--- src/rtl/sum4_sequencer.sv ---
// Button-started sequencer that sums the four SW nibbles with one shared adder.
// Optional SUM4_DEBOUNCE_EN inserts a DEBOUNCE_CYCLES stability filter on BTNC.
module sum4_sequencer #(
   parameter int DEBOUNCE_CYCLES = 1000000
) (
   input  logic        CLK100MHZ,
   input  logic        CPU_RESETN,
   input  logic [15:0] SW,
   input  logic        BTNC,
   output logic [5:0]  LED,
   output logic        BUSY,
   output logic        DONE
);

   typedef enum logic [1:0] {IDLE, LOAD, ADD, DONE_ST} state_t;

   state_t      state_q, state_d;
   logic        sync1_q, sync2_q;
   logic        level;
   logic        lvl_prev_q;
   logic        press_q;
   logic [15:0] opnd_q, opnd_d;
   logic [5:0]  acc_q, acc_d;
   logic [1:0]  idx_q, idx_d;
   logic [5:0]  led_q, led_d;
   logic [3:0]  nib;
   logic [5:0]  sum;

   always_ff @(posedge CLK100MHZ) begin
      if (!CPU_RESETN) begin
         sync1_q <= 1'b0;
         sync2_q <= 1'b0;
      end else begin
         sync1_q <= BTNC;
         sync2_q <= sync1_q;
      end
   end

`ifdef SUM4_DEBOUNCE_EN
   localparam int CNT_W = $clog2(DEBOUNCE_CYCLES + 1);

   logic [CNT_W-1:0] cnt_q;
   logic             level_q;

   // Level follows the synchronizer only after it has disagreed for a full run.
   always_ff @(posedge CLK100MHZ) begin
      if (!CPU_RESETN) begin
         cnt_q   <= '0;
         level_q <= 1'b0;
      end else if (sync2_q != level_q) begin
         if (cnt_q == CNT_W'(DEBOUNCE_CYCLES - 1)) begin
            level_q <= sync2_q;
            cnt_q   <= '0;
         end else begin
            cnt_q <= cnt_q + CNT_W'(1);
         end
      end else begin
         cnt_q <= '0;
      end
   end

   assign level = level_q;
`else
   assign level = sync2_q;
`endif

   always_ff @(posedge CLK100MHZ) begin
      if (!CPU_RESETN) begin
         lvl_prev_q <= 1'b0;
         press_q    <= 1'b0;
         state_q    <= IDLE;
         opnd_q     <= '0;
         acc_q      <= '0;
         idx_q      <= '0;
         led_q      <= '0;
      end else begin
         lvl_prev_q <= level;
         press_q    <= level & ~lvl_prev_q;
         state_q    <= state_d;
         opnd_q     <= opnd_d;
         acc_q      <= acc_d;
         idx_q      <= idx_d;
         led_q      <= led_d;
      end
   end

   // Single shared adder: 6-bit accumulator plus the selected zero-extended nibble.
   assign nib = opnd_q[{idx_q, 2'b00} +: 4];
   assign sum = acc_q + {2'b00, nib};

   always_comb begin
      state_d = state_q;
      opnd_d  = opnd_q;
      acc_d   = acc_q;
      idx_d   = idx_q;
      led_d   = led_q;
      case (state_q)
         IDLE: begin
            if (press_q) state_d = LOAD;
         end
         LOAD: begin
            opnd_d  = SW;
            acc_d   = '0;
            idx_d   = '0;
            state_d = ADD;
         end
         ADD: begin
            acc_d = sum;
            idx_d = idx_q + 2'd1;
            // LED is loaded with the final sum so it changes in the same cycle DONE is high.
            if (idx_q == 2'd3) begin
               led_d   = sum;
               state_d = DONE_ST;
            end
         end
         DONE_ST: begin
            state_d = IDLE;
         end
         default: state_d = IDLE;
      endcase
   end

   assign LED  = led_q;
   assign BUSY = (state_q != IDLE);
   assign DONE = (state_q == DONE_ST);

endmodule

--- config.mk ---
export PLATFORM = sky130hd
export DESIGN_NAME = sum4_sequencer
export DESIGN_NICKNAME = d
export VERILOG_FILES = /design/src/rtl/sum4_sequencer.sv
export SDC_FILE = /design/constraint.sdc
export NUM_CORES = 1
export LEC_CHECK = 0
export ABC_CLOCK_PERIOD_IN_PS = 2300
export CAP_MARGIN = 20
export CORE_ASPECT_RATIO = 1.4
export CORE_MARGIN = 2
export CORE_UTILIZATION = 40
export CTS_CLUSTER_DIAMETER = 100
export DETAILED_ROUTE_END_ITERATION = 8
export PLACE_DENSITY = 0.74
export SETUP_SLACK_MARGIN = 0.05
export SLEW_MARGIN = 25
export SYNTH_ARGS = -nofsm -noshare
export SYNTH_HDL_FRONTEND = slang
export SYNTH_SLANG_ARGS = --single-unit
--- constraint.sdc ---
create_clock -name CLK100MHZ -period 2.3 [get_ports CLK100MHZ]
set_input_delay 0.69 -clock CLK100MHZ [delete_from_list [all_inputs] [get_ports CLK100MHZ]]
set_output_delay 0.69 -clock CLK100MHZ [all_outputs]
set_load 0.05 [all_outputs]
==> results of run 1 <==
layout by cell type, fill, tap and decap left out, types with 2 or more instances in the layout:
cell type,instances
clkbuf_8,6
nor3_1,2
mux4_2,4
ha_1,8
clkinvlp_4,2
mux2i_1,18
inv_1,11
buf_4,8
and2_1,4
nor2_1,28
nor2b_1,2
nand4b_1,2
a311o_1,3
nor4b_2,2
a21oi_1,9
a2111oi_2,2
clkdlybuf4s50_1,24
nand2_1,8
dfxtp_1,35
nand3_1,8
critical path, cell delays in order (launching register included):
cell	delay [ns]
dfxtp_4	0.39
mux4_2	0.53
ha_4	0.18
inv_2	0.05
fa_2	0.19
and2b_1	0.20
o21ai_4	0.18
a2111oi_2	0.09
a311o_1	0.28
flip-flops by register name, summed over array words and instances (netlist names):
signal      count
level           1
acc_q           6
sync1_q         1
press_q         1
lvl_prev_q      1
state_q         2
LED             6
opnd_q         16
idx_q           2
logic make-up (layout without fill, tap and decap cells):
logic type | after synthesis | in the layout | share of synthesized area
AO/OA/AOI/OAI | 23 | 23 | 0.1000
XOR/XNOR | 1 | 1 | 0.005110
adder cells (fa/ha/maj) | 11 | 11 | 0.08467
buffers and inverters | 21 | 53 | 0.05474
flip-flops | 36 | 36 | 0.4204
multiplexers | 23 | 23 | 0.1642
AND/OR/NAND/NOR | 60 | 60 | 0.1708
worst min-delay path by stage:
stage | endpoint | slack (ns) | cells after the start
2_1_floorplan | press_q | 0.37 | 1
3_3_place_gp | press_q | 0.37 | 1
3_5_place_dp | press_q | 0.38 | 1
4_1_cts | press_q | 0.39 | 1
5_1_grt | press_q | 0.42 | 1
6_report | press_q | 0.39 | 1
synth_stat cells:
| cell | instances | area [um^2] |
|---|---|---|
| nor2b_1 | 2 | 12.51 |
| ha_1 | 10 | 125.1 |
| a21oi_1 | 10 | 50.05 |
| a311o_1 | 3 | 30.03 |
| o211ai_1 | 1 | 7.510 |
| nor2_1 | 28 | 105.1 |
| inv_1 | 12 | 45.04 |
| o21ai_0 | 1 | 5.000 |
| mux2_2 | 1 | 11.26 |
| nand3_1 | 8 | 40.04 |
| and2_1 | 4 | 25.02 |
| buf_4 | 2 | 15.01 |
| dfxtp_1 | 36 | 720.7 |
| fa_1 | 1 | 20.02 |
| a2111oi_2 | 2 | 30.03 |
| clkbuf_1 | 1 | 3.750 |
| o21ai_2 | 2 | 17.52 |
| o31ai_1 | 1 | 7.510 |
| xor2_1 | 1 | 8.760 |
| a211oi_1 | 1 | 7.510 |
| nor4b_1 | 2 | 17.52 |
| nand4b_1 | 2 | 17.52 |
| and2b_1 | 1 | 7.510 |
| nor3_1 | 2 | 10.01 |
| nand4_1 | 1 | 6.260 |
| mux4_2 | 4 | 90.09 |
| a41oi_1 | 1 | 8.760 |
| nor4b_2 | 1 | 15.01 |
| a21o_1 | 1 | 7.510 |
| nor4_1 | 1 | 6.260 |
| buf_2 | 6 | 30.03 |
| nand2_1 | 8 | 30.03 |
| mux2i_1 | 18 | 180.2 |
cell type report:
cell class | count | share of cell area
clock buffers | 6 | 0.03791
inverters | 12 | 0.02068
well taps | 45 | 0.02585
multi-input cells | 118 | 0.4291
clock inverters | 2 | 0.006893
repair buffers | 33 | 0.1470
flip-flops and latches | 36 | 0.3326
per-layer routing:
metal | up-vias | part of all wire | global-route usage
met1 | 614 | 0.43 | 0.1746
met3 | 5 | 0.033 | 0.04252
li1 | 672 | - | -
met4 | 0 | 0.019 | 0.07500
met2 | 23 | 0.52 | 0.2505
met5 | - | 0 | 0
power by group:
group | internal, mW | total, mW | switching, mW | leakage, nW
logic | 0.306 | 0.662 | 0.356 | 0.464
clock network | 0.242 | 0.468 | 0.226 | 0.0434
registers | 0.707 | 0.760 | 0.0535 | 0.293
repair_timing:
item / in CTS / in global routing
setup endpoints to repair: 2 / 3
pin swaps: 1 / 0
setup buffers: 0 / 1
resized for setup: 1 / 4
==> flow_summary.toml, run 1 <==
[run_status]
status = "complete, no violations"

[clocking]
holdBufCountCts = 0
cts_buffer_depth = 2
cts_made_buffers = 5
tritoncts = "yes"
clock_latency_ns = 0.29
numClockSinks = 36
htreeDepth = 2
root_buffer = "clkbuf_8"
path_clk_slew_ns = 0.07

[routing]
vias = 1314
via_per_inst = 5.214
ant_nets = 0
drc = 0
wl_um = 3233
drt_iter0_drc = 42
firstDrtPassIters = 4
wl_per_cell_um = 12.83

[timing]
finalMaxSlewViolations = 0
min_period_ns = 2.210
setup_violations = 0
skew_ns = 0.005324
finalHoldViolCount = 0
rsz0062_at_grt = "yes"
hold_slack_ns = 0.3899
worst_pin_slew_ns = 0.5115
timing.fmax_mhz = 452.5
slew_headroom = 0.6586
post-route-period-util = 0.9608
setup_slack_ns = 0.09013
setup-tns-final_ns = 0

[yosys]
seq_area_frac_synth = 0.4204
syn-cell-area_mm2 = 0.001714
ys_ff_latch = 36
syn-num-nets = 205
syn_area_per_cell_um2 = 9.795
yosysWarnings = 0
yosysUniqueCellTypes = 33
synthCells = 175

[worst_setup_path]
critPathCapture = "LED[4]"
crit_path_start = "idx_q[0]"
critPathLaunchType = "flip-flop"
r2r_end = "LED[4]"
r2r_cells = 8
timing.rr.start = "idx_q[0]"
crit_fanout = 5
crit_path_end_kind = "flip-flop"
r2r_slack_ns = 0.09
cp.arrival_ns = 2.39
required_ns = 2.48
worstSetupPathType = "flip-flop to flip-flop"

[global_routing]
grt_start_max_net_pins = 18
grt_usage = 0.1508
grt_pass1_wl_um = 5444
first_global_vias = 1247
antenna_found_initial = 0
grt_overflow = 0

[floorplanning]
start_util = 0.4112
die_w_um = 59.33
placementRows = 28
die_area_mm2 = 0.004832
die_y_um = 81.46
pin_count = 27
design.core.area_mm2 = 0.004169

[layout]
fill_cells = 382
seqCellArea_um2 = 724.4
syn2layout_area_growth_pct = 27.08
num_antenna_cells = 0
multi_input_area_um2 = 934.6
final_util = 0.5225
final_area_mm2 = 0.002178
final_nets = 236
fin_cells = 252
drive_gt1_frac = 0.1643

[placement]
portBuffers = 26
globalplace.congestion = 0.8321
placed_cells = 243
pre_cts_slack_ns = 0.01471
placed_cell_area_mm2 = 0.002051
dp_hpwl_um = 2354

[power_and_ir_drop]
power_density_mw_per_mm2 = 867.6
p_leak_nw = 0.8004
ir_worst_vdd_mv = 0.6019
p_total_mw = 1.890

[flow_run]
max-cap-violations = 0

[hold_path]
min_from = "lvl_prev_q"
min_path_type = "flip-flop to flip-flop"
Power figures use the tool's default switching activity.
==> run 2: changes to the inputs <==
--- a/config.mk
+++ b/config.mk
@@ -7,11 +7,11 @@
 export LEC_CHECK = 0
 export ABC_CLOCK_PERIOD_IN_PS = 2300
 export CAP_MARGIN = 20
-export CORE_ASPECT_RATIO = 1.4
 export CORE_MARGIN = 2
 export CORE_UTILIZATION = 40
 export CTS_CLUSTER_DIAMETER = 100
 export DETAILED_ROUTE_END_ITERATION = 8
+export GPL_TIMING_DRIVEN = 0
 export PLACE_DENSITY = 0.74
 export SETUP_SLACK_MARGIN = 0.05
 export SLEW_MARGIN = 25
==> run 2 against run 1 <==
Clock-buffer cell count shrank 1. Critical path depth rose by 1. Wire length up 7.5%. Total power decreased by 1.9%. Clock skew increased by 0.0018 ns. Largest power group unchanged. Critical path type unchanged.
==> flow_summary.toml, run 2 (synthesis results as in run 1) <==
[timing]
finalHoldViolCount = 0
min_period_ns = 2.287
hold_slack_ns = 0.3858
slew_headroom = 0.6724
post-route-period-util = 0.9943
timing.fmax_mhz = 437.3
setup_violations = 0
rsz0062_at_grt = "yes"
worst_pin_slew_ns = 0.4898
skew_ns = 0.007164
finalMaxSlewViolations = 0

[floorplanning]
pin_count = 27
design.core.area_mm2 = 0.004058
start_util = 0.4224
die_y_um = 69.46
die_w_um = 69.46
die_area_mm2 = 0.004825
placementRows = 23

[global_routing]
antenna_found_initial = 0
grt_usage = 0.1543
grt_start_max_net_pins = 13
grt_overflow = 0
first_global_vias = 1274
grt_pass1_wl_um = 5844

[worst_setup_path]
r2r_end = "acc_q[4]"
timing.rr.start = "idx_q[0]"
worstSetupPathType = "flip-flop to flip-flop"
critPathLaunchType = "flip-flop"
crit_path_end_kind = "flip-flop"
required_ns = 2.48
r2r_cells = 9
crit_fanout = 4
r2r_slack_ns = 0.01
cp.arrival_ns = 2.47

[layout]
seqCellArea_um2 = 721.9
final_nets = 244
syn2layout_area_growth_pct = 31.10
fin_cells = 265
num_antenna_cells = 0
multi_input_area_um2 = 963.4
largest_register = "opnd_q"
fill_cells = 373
final_area_mm2 = 0.002247
layout_commonest_cell = "dfxtp_1"
drive_gt1_frac = 0.2000
most-common-layout-cells = "dfxtp_1 (35), nor2_1 (28), clkdlybuf4s50_1 (24)"
largest_register_ffs = 16

[routing]
drc = 0
wl_per_cell_um = 13.12
wl_um = 3477
firstDrtPassIters = 4
vias = 1341
ant_nets = 0
drt_iter0_drc = 67
via_per_inst = 5.060

[placement]
placed_cells = 251
placed_cell_area_mm2 = 0.002059
portBuffers = 26
dp_hpwl_um = 2411
globalplace.congestion = 0.7945

[hold_path]
whs_path_depth = 1
min_path_type = "flip-flop to flip-flop"
holdPathEnd = "press_q"
min_from = "lvl_prev_q"

[power_and_ir_drop]
power_density_mw_per_mm2 = 825.0
ir_worst_vdd_mv = 0.5139
p_total_mw = 1.854
p_leak_nw = 0.8407

[clocking]
root_buffer = "clkbuf_8"
numClockSinks = 36
holdBufCountCts = 0
cts_made_buffers = 5
tritoncts = "yes"
clock_latency_ns = 0.30
path_clk_slew_ns = 0.07
htreeDepth = 2
cts_buffer_depth = 2

[flow_run]
max-cap-violations = 0

[run_status]
status = "complete, no violations"
## run 2: cell types whose count changed in the layout (fill, tap and decap cells not counted), moves of 2 or more
cell / change
clkinv_2: +2
clkinvlp_4: -2
ha_4: +2
buf_2: +5
## run 2: timing repair
item | 4_1_cts | 5_1_grt
setup buffers | 3 | 3
gates cloned | 0 | 0
setup endpoints to repair | 5 | 5
resized for setup | 5 | 6
pin swaps | 4 | 3
## run 2: worst max path at each step
stage,from,end,cells after the start
final,idx_q[0],acc_q[4],9
after detailed placement,idx_q[0],LED[4],9
after global placement,idx_q[0],LED[4],9
after floorplan,idx_q[0],LED[4],9
after CTS,idx_q[0],acc_q[4],9
after global routing,idx_q[0],acc_q[4],9
## run 2: report_power, final
group          internal [mW]  total (mW)  switching [mW]
clock                  0.211       0.447           0.236
combinational          0.285       0.654           0.369
sequential             0.707       0.754          0.0470
## run 2: worst max-delay path: stages, from the launching register on
cell	delay, ns
dfxtp_2	0.34
buf_6	0.11
mux4_2	0.53
ha_4	0.19
inv_2	0.05
fa_2	0.19
and2b_1	0.21
o21ai_4	0.18
a2111oi_2	0.09
a311o_1	0.28
## run 2: area by class of cell
type	count	share of cell area
Clock inverter	3	0.008352
Buffer	9	0.02450
Multi-Input combinational cell	118	0.4287
Timing Repair Buffer	32	0.1386
Clock buffer	5	0.03062
Tap cell	50	0.02784
Sequential cell	36	0.3213
Inverter	12	0.02004
## run 2: metal layers
metal / wire length (um) / global-route usage / vias to the layer above
met3: 135 / 0.04360 / 7
li1: - / - / 689
met5: 0 / 0 / -
met1: 1624 / 0.1951 / 623
met2: 1643 / 0.2457 / 22
met4: 74 / 0.06536 / 0
## run 2: per-stage QoR
step	setup slack (ns)	setup TNS (ns)	util
final	0.01300	0	0.5538
after global routing	-0.06106	-0.1073	0.5538
after CTS	-0.01300	-0.02129	0.5421
after detailed placement	-0.08612	-0.1683	0.5076
after global placement	-0.06014	-0.1176	0.5076
after floorplan	0.07294	0	-
